==> config.mk <==
export PLATFORM = sky130hd
export DESIGN_NAME = mult_ctrl_fsm_flat
export DESIGN_NICKNAME = d
export VERILOG_FILES = /design/src/rtl/mult_ctrl_pkg.sv /design/src/rtl/mult_ctrl_if.sv /design/src/rtl/mult_ctrl_fsm.sv /design/src/flat_wrapper.sv
export SDC_FILE = /design/constraint.sdc
export NUM_CORES = 1
export LEC_CHECK = 0
export BUFFER_PORTS_ARGS = -buffer_cell sky130_fd_sc_hd__clkbuf_2
export CAP_MARGIN = 20
export CELL_PAD_IN_SITES_DETAIL_PLACEMENT = 0
export CELL_PAD_IN_SITES_GLOBAL_PLACEMENT = 2
export CORE_AREA = 2 2 39 41
export CTS_CLUSTER_DIAMETER = 40
export DETAILED_ROUTE_END_ITERATION = 8
export DIE_AREA = 0 0 41 43
export HOLD_SLACK_MARGIN = 0.05
export PLACE_DENSITY = 0.77
export SLEW_MARGIN = 20
export SYNTH_ARGS = -nofsm -noshare
export SYNTH_HDL_FRONTEND = slang
export SYNTH_SLANG_ARGS = --single-unit
==> constraint.sdc <==
create_clock -name Clk -period 1.55 [get_ports Clk]
set_clock_uncertainty 0.05 [all_clocks]
set_input_delay 0.31 -clock Clk [delete_from_list [all_inputs] [get_ports Clk]]
set_output_delay 0.31 -clock Clk [all_outputs]
set_load 0.02 [all_outputs]
==> src/rtl/mult_ctrl_pkg.sv <==
// Shared types for the shift-add multiplier control FSM.
// Optional MULT_CTRL_SKIP_ZERO_EN skips ADD steps whose multiplier bit is 0.
package mult_ctrl_pkg;

  typedef enum logic [2:0] {
    IDLE,
    CLEAR,
    ADD,
    SHIFT,
    HOLD
  } state_t;

  function automatic int step_w(input int w);
    return (w > 2) ? $clog2(w) : 1;
  endfunction

endpackage

==> src/rtl/mult_ctrl_if.sv <==
// Board-input / datapath-enable bundle between controller and Processor.
// Optional MULT_CTRL_SKIP_ZERO_EN does not change this bundle.
interface mult_ctrl_if;

  logic Run;
  logic Load_Clear;
  logic M;
  logic Clr_XA;
  logic Ld_B;
  logic Add;
  logic Sub;
  logic Shift;
  logic Done;

  modport master (
    output Run, Load_Clear, M,
    input  Clr_XA, Ld_B, Add, Sub, Shift, Done
  );

  modport slave (
    input  Run, Load_Clear, M,
    output Clr_XA, Ld_B, Add, Sub, Shift, Done
  );

endinterface

==> src/rtl/mult_ctrl_fsm.sv <==
// Control FSM for the signed shift-add multiplier (WIDTH steps per Run).
// Define MULT_CTRL_SKIP_ZERO_EN to bypass ADD when the multiplier bit is 0.
module mult_ctrl_fsm
  import mult_ctrl_pkg::*;
#(
  parameter int WIDTH = 8
) (
  input  logic       Clk,
  input  logic       Reset_n,
  mult_ctrl_if.slave bus
);

  localparam int CW = step_w(WIDTH);
  localparam logic [CW-1:0] LAST = CW'(WIDTH - 1);

  state_t        r_state;
  state_t        w_state_nxt;
  logic [CW-1:0] r_cnt;
  logic [CW-1:0] w_cnt_nxt;
  logic          w_last;
  logic          w_skip;

  assign w_last = (r_cnt == LAST);

`ifdef MULT_CTRL_SKIP_ZERO_EN
  assign w_skip = ~bus.M;
`else
  assign w_skip = 1'b0;
`endif

  always_ff @(posedge Clk or negedge Reset_n) begin
    if (!Reset_n) begin
      r_state <= IDLE;
      r_cnt   <= '0;
    end else begin
      r_state <= w_state_nxt;
      r_cnt   <= w_cnt_nxt;
    end
  end

  always_comb begin
    w_state_nxt = r_state;
    w_cnt_nxt   = r_cnt;
    bus.Clr_XA  = 1'b0;
    bus.Ld_B    = 1'b0;
    bus.Add     = 1'b0;
    bus.Sub     = 1'b0;
    bus.Shift   = 1'b0;
    bus.Done    = 1'b0;
    unique case (r_state)
      IDLE: begin
        bus.Clr_XA = bus.Load_Clear;
        bus.Ld_B   = bus.Load_Clear;
        if (bus.Run) w_state_nxt = CLEAR;
      end
      CLEAR: begin
        bus.Clr_XA  = 1'b1;
        w_cnt_nxt   = '0;
        w_state_nxt = w_skip ? SHIFT : ADD;
      end
      ADD: begin
        // final step subtracts: MSB of a two's-complement multiplier is negative
        bus.Add     = bus.M & ~w_last;
        bus.Sub     = bus.M & w_last;
        w_state_nxt = SHIFT;
      end
      SHIFT: begin
        bus.Shift = 1'b1;
        if (w_last) begin
          w_state_nxt = HOLD;
        end else begin
          w_cnt_nxt   = r_cnt + 1'b1;
          w_state_nxt = w_skip ? SHIFT : ADD;
        end
      end
      HOLD: begin
        bus.Done   = 1'b1;
        bus.Clr_XA = bus.Load_Clear;
        bus.Ld_B   = bus.Load_Clear;
        if (!bus.Run) w_state_nxt = IDLE;
      end
      default: w_state_nxt = IDLE;
    endcase
  end

endmodule
==> src/flat_wrapper.sv <==
// flat-port wrapper written by rule: the top's interface ports become plain ports
module mult_ctrl_fsm_flat import mult_ctrl_pkg::*;
#(
  parameter int WIDTH = 8
)
  (Clk, Reset_n, bus_Run, bus_Load_Clear, bus_M, bus_Clr_XA, bus_Ld_B, bus_Add, bus_Sub, bus_Shift, bus_Done);
  mult_ctrl_if bus_i ();
  input  logic Clk;
  input  logic Reset_n;
  input wire logic [$bits(bus_i.Run)-1:0] bus_Run;
  input wire logic [$bits(bus_i.Load_Clear)-1:0] bus_Load_Clear;
  input wire logic [$bits(bus_i.M)-1:0] bus_M;
  output wire logic [$bits(bus_i.Clr_XA)-1:0] bus_Clr_XA;
  output wire logic [$bits(bus_i.Ld_B)-1:0] bus_Ld_B;
  output wire logic [$bits(bus_i.Add)-1:0] bus_Add;
  output wire logic [$bits(bus_i.Sub)-1:0] bus_Sub;
  output wire logic [$bits(bus_i.Shift)-1:0] bus_Shift;
  output wire logic [$bits(bus_i.Done)-1:0] bus_Done;
  assign bus_i.Run = bus_Run;
  assign bus_i.Load_Clear = bus_Load_Clear;
  assign bus_i.M = bus_M;
  assign bus_Clr_XA = bus_i.Clr_XA;
  assign bus_Ld_B = bus_i.Ld_B;
  assign bus_Add = bus_i.Add;
  assign bus_Sub = bus_i.Sub;
  assign bus_Shift = bus_i.Shift;
  assign bus_Done = bus_i.Done;
  mult_ctrl_fsm #(.WIDTH(WIDTH)) u_core (.Clk(Clk), .Reset_n(Reset_n), .bus(bus_i));
endmodule
# After elaboration in Yosys (flattened, before gate mapping)
# Index checks and enable logic that the tools add are counted.
# classes
reduce_logical	5
n_eq_ne	8
bitwise	3
mux	12
n_addsub	1
# op_table
operator	n
one-hot mux 3 bit (5 select lines)	1
2-to-1 mux 3 bit	4
== test 3 x 2 -> 1 bit (second input constant)	2
== test 3 bit (second input constant)	2
!= test 2 bit (second input constant)	3
one-hot mux 3 bit (2 select lines)	1
2-to-1 mux 1 bit	5
AND reduction 2 bit	2
adder 3 x 1 -> 3 bit (second input constant)	1
== test 3 x 1 -> 1 bit (second input constant)	1
logical NOT 3 bit	1
AND 1 bit	2
one-hot mux 1 bit (2 select lines)	1
nonzero test 2 bit	1
OR reduction 2 bit	1
NOT 1 bit	1
# word_totals
elab_cells	31
reg_bits	6
out_inout_bits	6

# Depth between registers and ports, before layout
# Gate-level depths: netlist of run 1.
# depth
word_depth	4
ltp_mapped	5
ltp_nobuf	5

# Least setup slack after synthesis of run 1
# OpenSTA, ideal clock, no wires.
# synth_path
path_kind	flip-flop to output port
from	register u_core.r_cnt[0]
to	output bus_Add
path_buffers	0
setup_slack_ps	89
required_time_ps	1190
arrival_time_ps	1101
stages_incl_launch_ff	4
cell_sequence	dfrtp_1 -> ha_1 -> ha_1 -> nor2_1
# synth_between
elab_chain_len	4
# synth_rtl
element	line	source
start, declared	mult_ctrl_fsm.sv:18	logic [CW-1:0] r_cnt;
start signal, assigned	mult_ctrl_fsm.sv:37	r_cnt <= w_cnt_nxt;
== test 3 bit	mult_ctrl_fsm.sv:23	assign w_last = (r_cnt == LAST);
NOT 1 bit	mult_ctrl_fsm.sv:63	bus.Add = bus.M & ~w_last;
AND 1 bit	mult_ctrl_fsm.sv:63	
2-to-1 mux 1 bit	mult_ctrl_fsm.sv:50	unique case (r_state)
end, declared	flat_wrapper.sv:15	output wire logic [$bits(bus_i.Add)-1:0] bus_Add;
# Every way passes these cells.

# Worst setup path in the final report of run 1
# layout_path
from	register u_core.r_cnt[0]
to	output bus_Sub
# layout_between
elab_chain_len	3
# layout_rtl
element	line	source
== test 3 bit	mult_ctrl_fsm.sv:23	
AND 1 bit	mult_ctrl_fsm.sv:64	bus.Sub = bus.M & w_last;
2-to-1 mux 1 bit	mult_ctrl_fsm.sv:50	
end, declared	flat_wrapper.sv:16	output wire logic [$bits(bus_i.Sub)-1:0] bus_Sub;
# Every way passes these cells.

==> results of run 1 <==
## critical path: stages, from the launching register on
cell and delay, ps:
dfrtp_1 370, ha_2 200, ha_4 170, inv_2 40, nor2_1 30, buf_4 150
## repair_timing
action                                  in CTS  in global routing
endpoints found under the setup margin       5                  8
endpoints found under the hold margin        6                  0
setup buffers                                2                  1
pin swaps                                    2                  2
gates resized for setup                     12                 13
hold buffers                                 1                  0
## through the flow
step	util, %	instance area, um^2
after CTS	35.1	485
after floorplan	-	330
after global routing	37.3	515
after global placement	28.9	400
final	37.3	515
after detailed placement	28.9	400
## how the worst min path moves through the flow
stage / from / endpoint / slack (ps) / cells past startpoint
6_report: bus_Run / u_core.r_state[0] / 240 / 2
5_1_grt: bus_Run / u_core.r_state[0] / 260 / 2
4_1_cts: bus_Run / u_core.r_state[0] / 240 / 2
3_5_place_dp: Reset_n / u_core.r_cnt[1] / 90 / 1
3_3_place_gp: Reset_n / u_core.r_cnt[1] / 90 / 1
2_1_floorplan: Reset_n / u_core.r_cnt[0] / -40 / 0
## logic make-up (layout without fill, tap and decap cells)
logic type / Yosys count / in the layout / synth area share, %
adders and majority gates: 2 / 2 / 7.57
AOI/OAI and AO/OA: 10 / 10 / 20.1
DFF: 6 / 6 / 45.5
buffers and inverters: 2 / 19 / 2.27
and+or+nand+nor: 14 / 14 / 24.6
## power by group through the flow
| stage | registers (uW) | clock network, uW | logic (uW) |
|---|---|---|---|
| 2_1_floorplan | 285 | 0 | 318 |
| 3_5_place_dp | 303 | 0 | 424 |
| 3_3_place_gp | 302 | 0 | 414 |
| 5_1_grt | 337 | 149 | 626 |
| 6_report | 325 | 137 | 564 |
| 4_1_cts | 320 | 144 | 512 |
## cell type report
cell class	count	area share [%]
sequential	6	29.9
tap	16	3.88
clock buffer	3	4.37
timing repair buffer	14	19.4
multi-input combinational	26	41.0
inverter	2	1.46
## cell usage after synthesis (2+ instances only)
cell type,n
nand2_1,2
and2_1,3
ha_1,2
dfrtp_1,6
nor2_1,5
o21ai_1,3
o21ai_0,2
inv_1,2
## layer usage
layer  wire length, um  vias up
met3                22        2
met4                19        0
met5                 0        -
li1                  -      154
met2               384        8
met1               303      137
## sequential cells by signal (all words and copies together) (netlist names)
| name | flops |
|---|---|
| u_core.r_cnt | 3 |
| u_core.r_state | 3 |
==> results.ini, run 1 <==
[run_status]
outcome=finished, final reports clean

[timing]
setup_viol=0
rsz0062_at_grt=true
finalHoldViolCount=0
worst_slew_pin_slew_ps=207
period_share_pct=99.8
max_freq_mhz=646
fin_tns_setup_ps=0
finalWorstSetupSlack_ps=2.77
layout_min_cycle_time_ps=1550
report.final.slew_viol_count=0
holdWs_ps=244
slew_headroom_pct=86.1

[route]
wl_um=730
wl_per_cell_um=10.9
firstDrtPassIters=2
drcViolationCount=0
vias=301
viasPerCell=4.49
drt-initial-drc-count=1
antenna_left=0

[global_routing]
grt_pass1_vias=308
grtUsageMet2_pct=16.3
grt_busiest_layer=met2
met3_usage_pct=1.57
globalRouteOverflowTotal=0
use_met1_pct=10.6
grt_max_degree=9
grt_usage_pct=10.6
grt_first_pass_wirelength_um=1190
grt_antenna_before_repair=0

[finish]
instances_no_fill=67
diodes=0
nFillCells=142
syn2layout_area_growth_pct=56.1
layout.nets=60
drive_gt1_share_pct=62.7
multi_input_area_um2=211
layout_commonest_cell=clkbuf_2
final-seq-area_um2=154
layout_common_cells=6 x clkbuf_2, 5 x o21ai_1, 4 x clkbuf_4, 4 x buf_4

[die]
dieArea_um2=1760
io_pins=11
die_w_um=41
rows=14
design.core.area_um2=1380
start_util_pct=23.9
die-height_um=43

[logic_synthesis]
yosys-top-cells-area=dfrtp_1 45%, ha_1 7.6%, and2_1 5.7%
synth.ff_latch_count=6
synth_cells=34
syn_area_per_cell_um2=9.72
yosys.area.top_type=dfrtp_1
postSynthNetCount=41
synth.top_cell.area_share_pct=45.5
syn_area_um2=330
synth-async-reset-ratio_pct=100
ys_seq_area_share_pct=45.5
synthDistinctLibCells=17
synth_flop_cell=dfrtp_1
synth_edf_count=0
yosys_warnings=0

[power]
power_uw=1030
p_int_uw=604
switchingPower_uw=422
leakage_uw=0.000235
power_density_nw_per_um2=1990
clkPwrFrac_pct=13.4
worst_ir_drop_vdd_v=0.000564
power_frac_comb_pct=55.0
sw_frac_of_total_pct=41.1
seq_power_share_pct=31.7

[critical_path]
worstPathMaxFanout=3
regToRegStartpoint=u_core.r_cnt[0]
path_class=flop to output pin
cp.required_ps=1190
reg2reg_to=u_core.r_state[1]
cp-endpoint=bus_Sub
endpoint_kind=output pin
r2r_slack_ps=70
ff2ff_path_depth=5
crit_start=u_core.r_cnt[0]
worstSetupStartpointType=flop
arrival_ps=1190

[clock_tree]
cts_tree=yes
clock_sinks=6
clock-root-buffer=clkbuf_4
clock_path_buffers=2
path_clk_slew_ps=40
clk_latency_ps=240
h-tree-depth=1
cts_buffers=3

[hold_path]
hold_class=input port to flop

[placement]
dp_slack_ps=48.6
placedCellCount=60
portBuffers=10
gp_congestion=0.660

[run]
maxCapViolCount=0

Power figures use the tool's default switching activity.
==> run 2, diff against run 1 <==
--- a/config.mk
+++ b/config.mk
@@ -9,13 +9,12 @@
 export CAP_MARGIN = 20
 export CELL_PAD_IN_SITES_DETAIL_PLACEMENT = 0
 export CELL_PAD_IN_SITES_GLOBAL_PLACEMENT = 2
-export CORE_AREA = 2 2 39 41
+export CORE_MARGIN = 1
+export CORE_UTILIZATION = 23
 export CTS_CLUSTER_DIAMETER = 40
 export DETAILED_ROUTE_END_ITERATION = 8
-export DIE_AREA = 0 0 41 43
 export HOLD_SLACK_MARGIN = 0.05
-export PLACE_DENSITY = 0.77
-export SLEW_MARGIN = 20
+export PLACE_DENSITY = 0.75
 export SYNTH_ARGS = -nofsm -noshare
 export SYNTH_HDL_FRONTEND = slang
 export SYNTH_SLANG_ARGS = --single-unit
==> constraint.sdc (replaced) <==
create_clock -name Clk -period 1.2 [get_ports Clk]
set_clock_uncertainty 0.05 [all_clocks]
set_input_delay 0.24 -clock Clk [delete_from_list [all_inputs] [get_ports Clk]]
set_output_delay 0.24 -clock Clk [all_outputs]
set_load 0.02 [all_outputs]
==> run 2 against run 1 <==
Against the previous run:
- the run now ends with negative setup slack left
- critical path type unchanged
- setup slack worse by 330 ps
- critical endpoint is now bus_Add
- sequential cell count unchanged
- register-to-register slack got worse by 310 ps
- die area decreased by 9.7%
- global-route usage grew 4.3 points
==> results.ini, run 2 (synthesis gave the netlist of run 1 again) <==
[power]
power_uw=1860  ; +82%
worst_ir_drop_vdd_v=0.00126  ; +120%
power_density_nw_per_um2=2750  ; +38%
leakage_uw=0.000316  ; +35%

[run_status]
outcome=complete, but fails checks
violations=negative setup slack

[timing]
fin_tns_setup_ps=-2370  ; -2370 ps
holdWs_ps=177  ; -66.9 ps
finalWorstSetupSlack_ps=-323  ; -326 ps
period_share_pct=127
layout_min_cycle_time_ps=1520
worst_slew_pin_slew_ps=201  ; -6.32 ps
slew_headroom_pct=86.5  ; +0.42 points
max_freq_mhz=657
setup_viol=11  ; +11
rsz0062_at_grt=true
finalHoldViolCount=0  ; unchanged
report.final.slew_viol_count=0  ; unchanged

[critical_path]
path_class=flop to output pin
cp.required_ps=910  ; -280 ps
cpMaxStageDelayCell=dfrtp_1
path_delay_family=flip-flops
worstPathMaxFanout=3  ; unchanged
crit_chain=ha_2, ha_4, nor2_2, clkbuf_8
max_stage_delay_ps=380  ; about the same
arrival_ps=1230  ; +40 ps
endpoint_kind=output pin
crit_buf_inv=1  ; -1
worstSetupStartpointType=flop

[route]
viasPerCell=4.60  ; +2.4%
antenna_left=0  ; unchanged
vias=359  ; +19%
firstDrtPassIters=4  ; +2
drt-initial-drc-count=6  ; +5
wl_per_cell_um=11.7  ; +7.8%
drcViolationCount=0  ; unchanged
wl_um=916  ; +25%

[clock_tree]
path_clk_slew_ps=50  ; about the same
h-tree-depth=1  ; unchanged
cts_buffers=3  ; unchanged
cts_tree=yes
clk_latency_ps=240  ; about the same
clock-root-buffer=clkbuf_4
clock_sinks=6  ; unchanged
clock_path_buffers=2  ; unchanged

[die]
die_w_um=39.9  ; -2.7%
dieArea_um2=1590  ; -9.7%
die-height_um=39.9  ; -7.2%
design.core.area_um2=1320  ; -4.8%
io_pins=11  ; unchanged
start_util_pct=25.1  ; +1.2 points
rows=13  ; -1

[finish]
reg_top3=u_core.r_cnt: 3 flops, u_core.r_state: 3 flops
layout_commonest_cell=buf_4
drive_gt1_share_pct=79.4  ; +17 points
layout_common_cells=14 x buf_4, 5 x clkbuf_2, 4 x o21ai_2, 4 x dfrtp_1
instances_no_fill=78  ; +16%
layout.nets=72  ; +20%
diodes=0  ; unchanged
stdcell_area_um2=677  ; +31%
syn2layout_area_growth_pct=105

[run]
maxCapViolCount=0  ; unchanged

[placement]
dp_hpwl_um=665
gp_congestion=0.761  ; +15%
placedCellCount=68  ; +13%
portBuffers=10  ; unchanged
place_area_um2=498  ; +24%

[global_routing]
globalRouteOverflowTotal=0  ; unchanged
grt_first_pass_wirelength_um=1480  ; +24%
grt_usage_pct=14.9  ; +4.3 points
grt_antenna_before_repair=0  ; unchanged
grt_max_degree=7  ; -2
grt_pass1_vias=351  ; +14%

[hold_path]
hold_class=input port to flop

run 2: worst paths after layout:
| kind | depth (start not counted) | slack (ps) | to | from |
|---|---|---|---|---|
| max reg2reg | 5 | -240 | u_core.r_cnt[0] | u_core.r_cnt[0] |
| min | 2 | 180 | u_core.r_state[0] | bus_Run |
| max | 4 | -320 | bus_Add | u_core.r_cnt[0] |
| min in group asynchronous | 2 | 310 | u_core.r_cnt[1] | Reset_n |
| max in group asynchronous | 2 | 620 | u_core.r_state[1] | Reset_n |
| min reg2reg | 1 | 490 | u_core.r_state[1] | u_core.r_state[0] |
run 2: final cells by class:
| cell class | count | area (um^2) |
|---|---|---|
| Timing Repair Buffer | 26 | 214 |
| Clock buffer | 3 | 22.5 |
| Multi-Input combinational cell | 26 | 262 |
| Tap cell | 15 | 18.8 |
| Fill cell | 121 | 641 |
| Sequential cell | 6 | 153 |
| Inverter | 2 | 7.51 |
run 2: power breakdown:
part           internal (uW)  leakage [uW]  switching, uW
Clock                    113     0.0000138           70.8
Sequential               299     0.0000706           97.4
Combinational            728      0.000232            556
Total                   1140      0.000316            725
run 2: metrics by stage:
step | setup WS (ps) | utilization (%)
global placement | -105 | 37.8
global route | -372 | 51.4
finish | -323 | 51.4
CTS | -318 | 46.4
detailed placement | -121 | 37.8
floorplan | -78.8 | -
run 2: per-layer routing:
| layer | vias to the layer above | track usage [%] | share of wire, % |
|---|---|---|---|
| li1 | 176 | - | - |
| met1 | 172 | 15.4 | 40 |
| met2 | 11 | 25.8 | 56 |
| met3 | 0 | 3.41 | 3.4 |
| met4 | 0 | 10.3 | 0 |
| met5 | - | 0 | 0 |
run 2: what timing repair did:
| action | in CTS | in global routing |
|---|---|---|
| hold buffers | 1 | 0 |
| pin swaps | 4 | 8 |
| setup buffers | 2 | 4 |
| endpoints found under the hold margin | 6 | 0 |
| gates resized for setup | 19 | 11 |
| setup endpoints to repair | 10 | 11 |
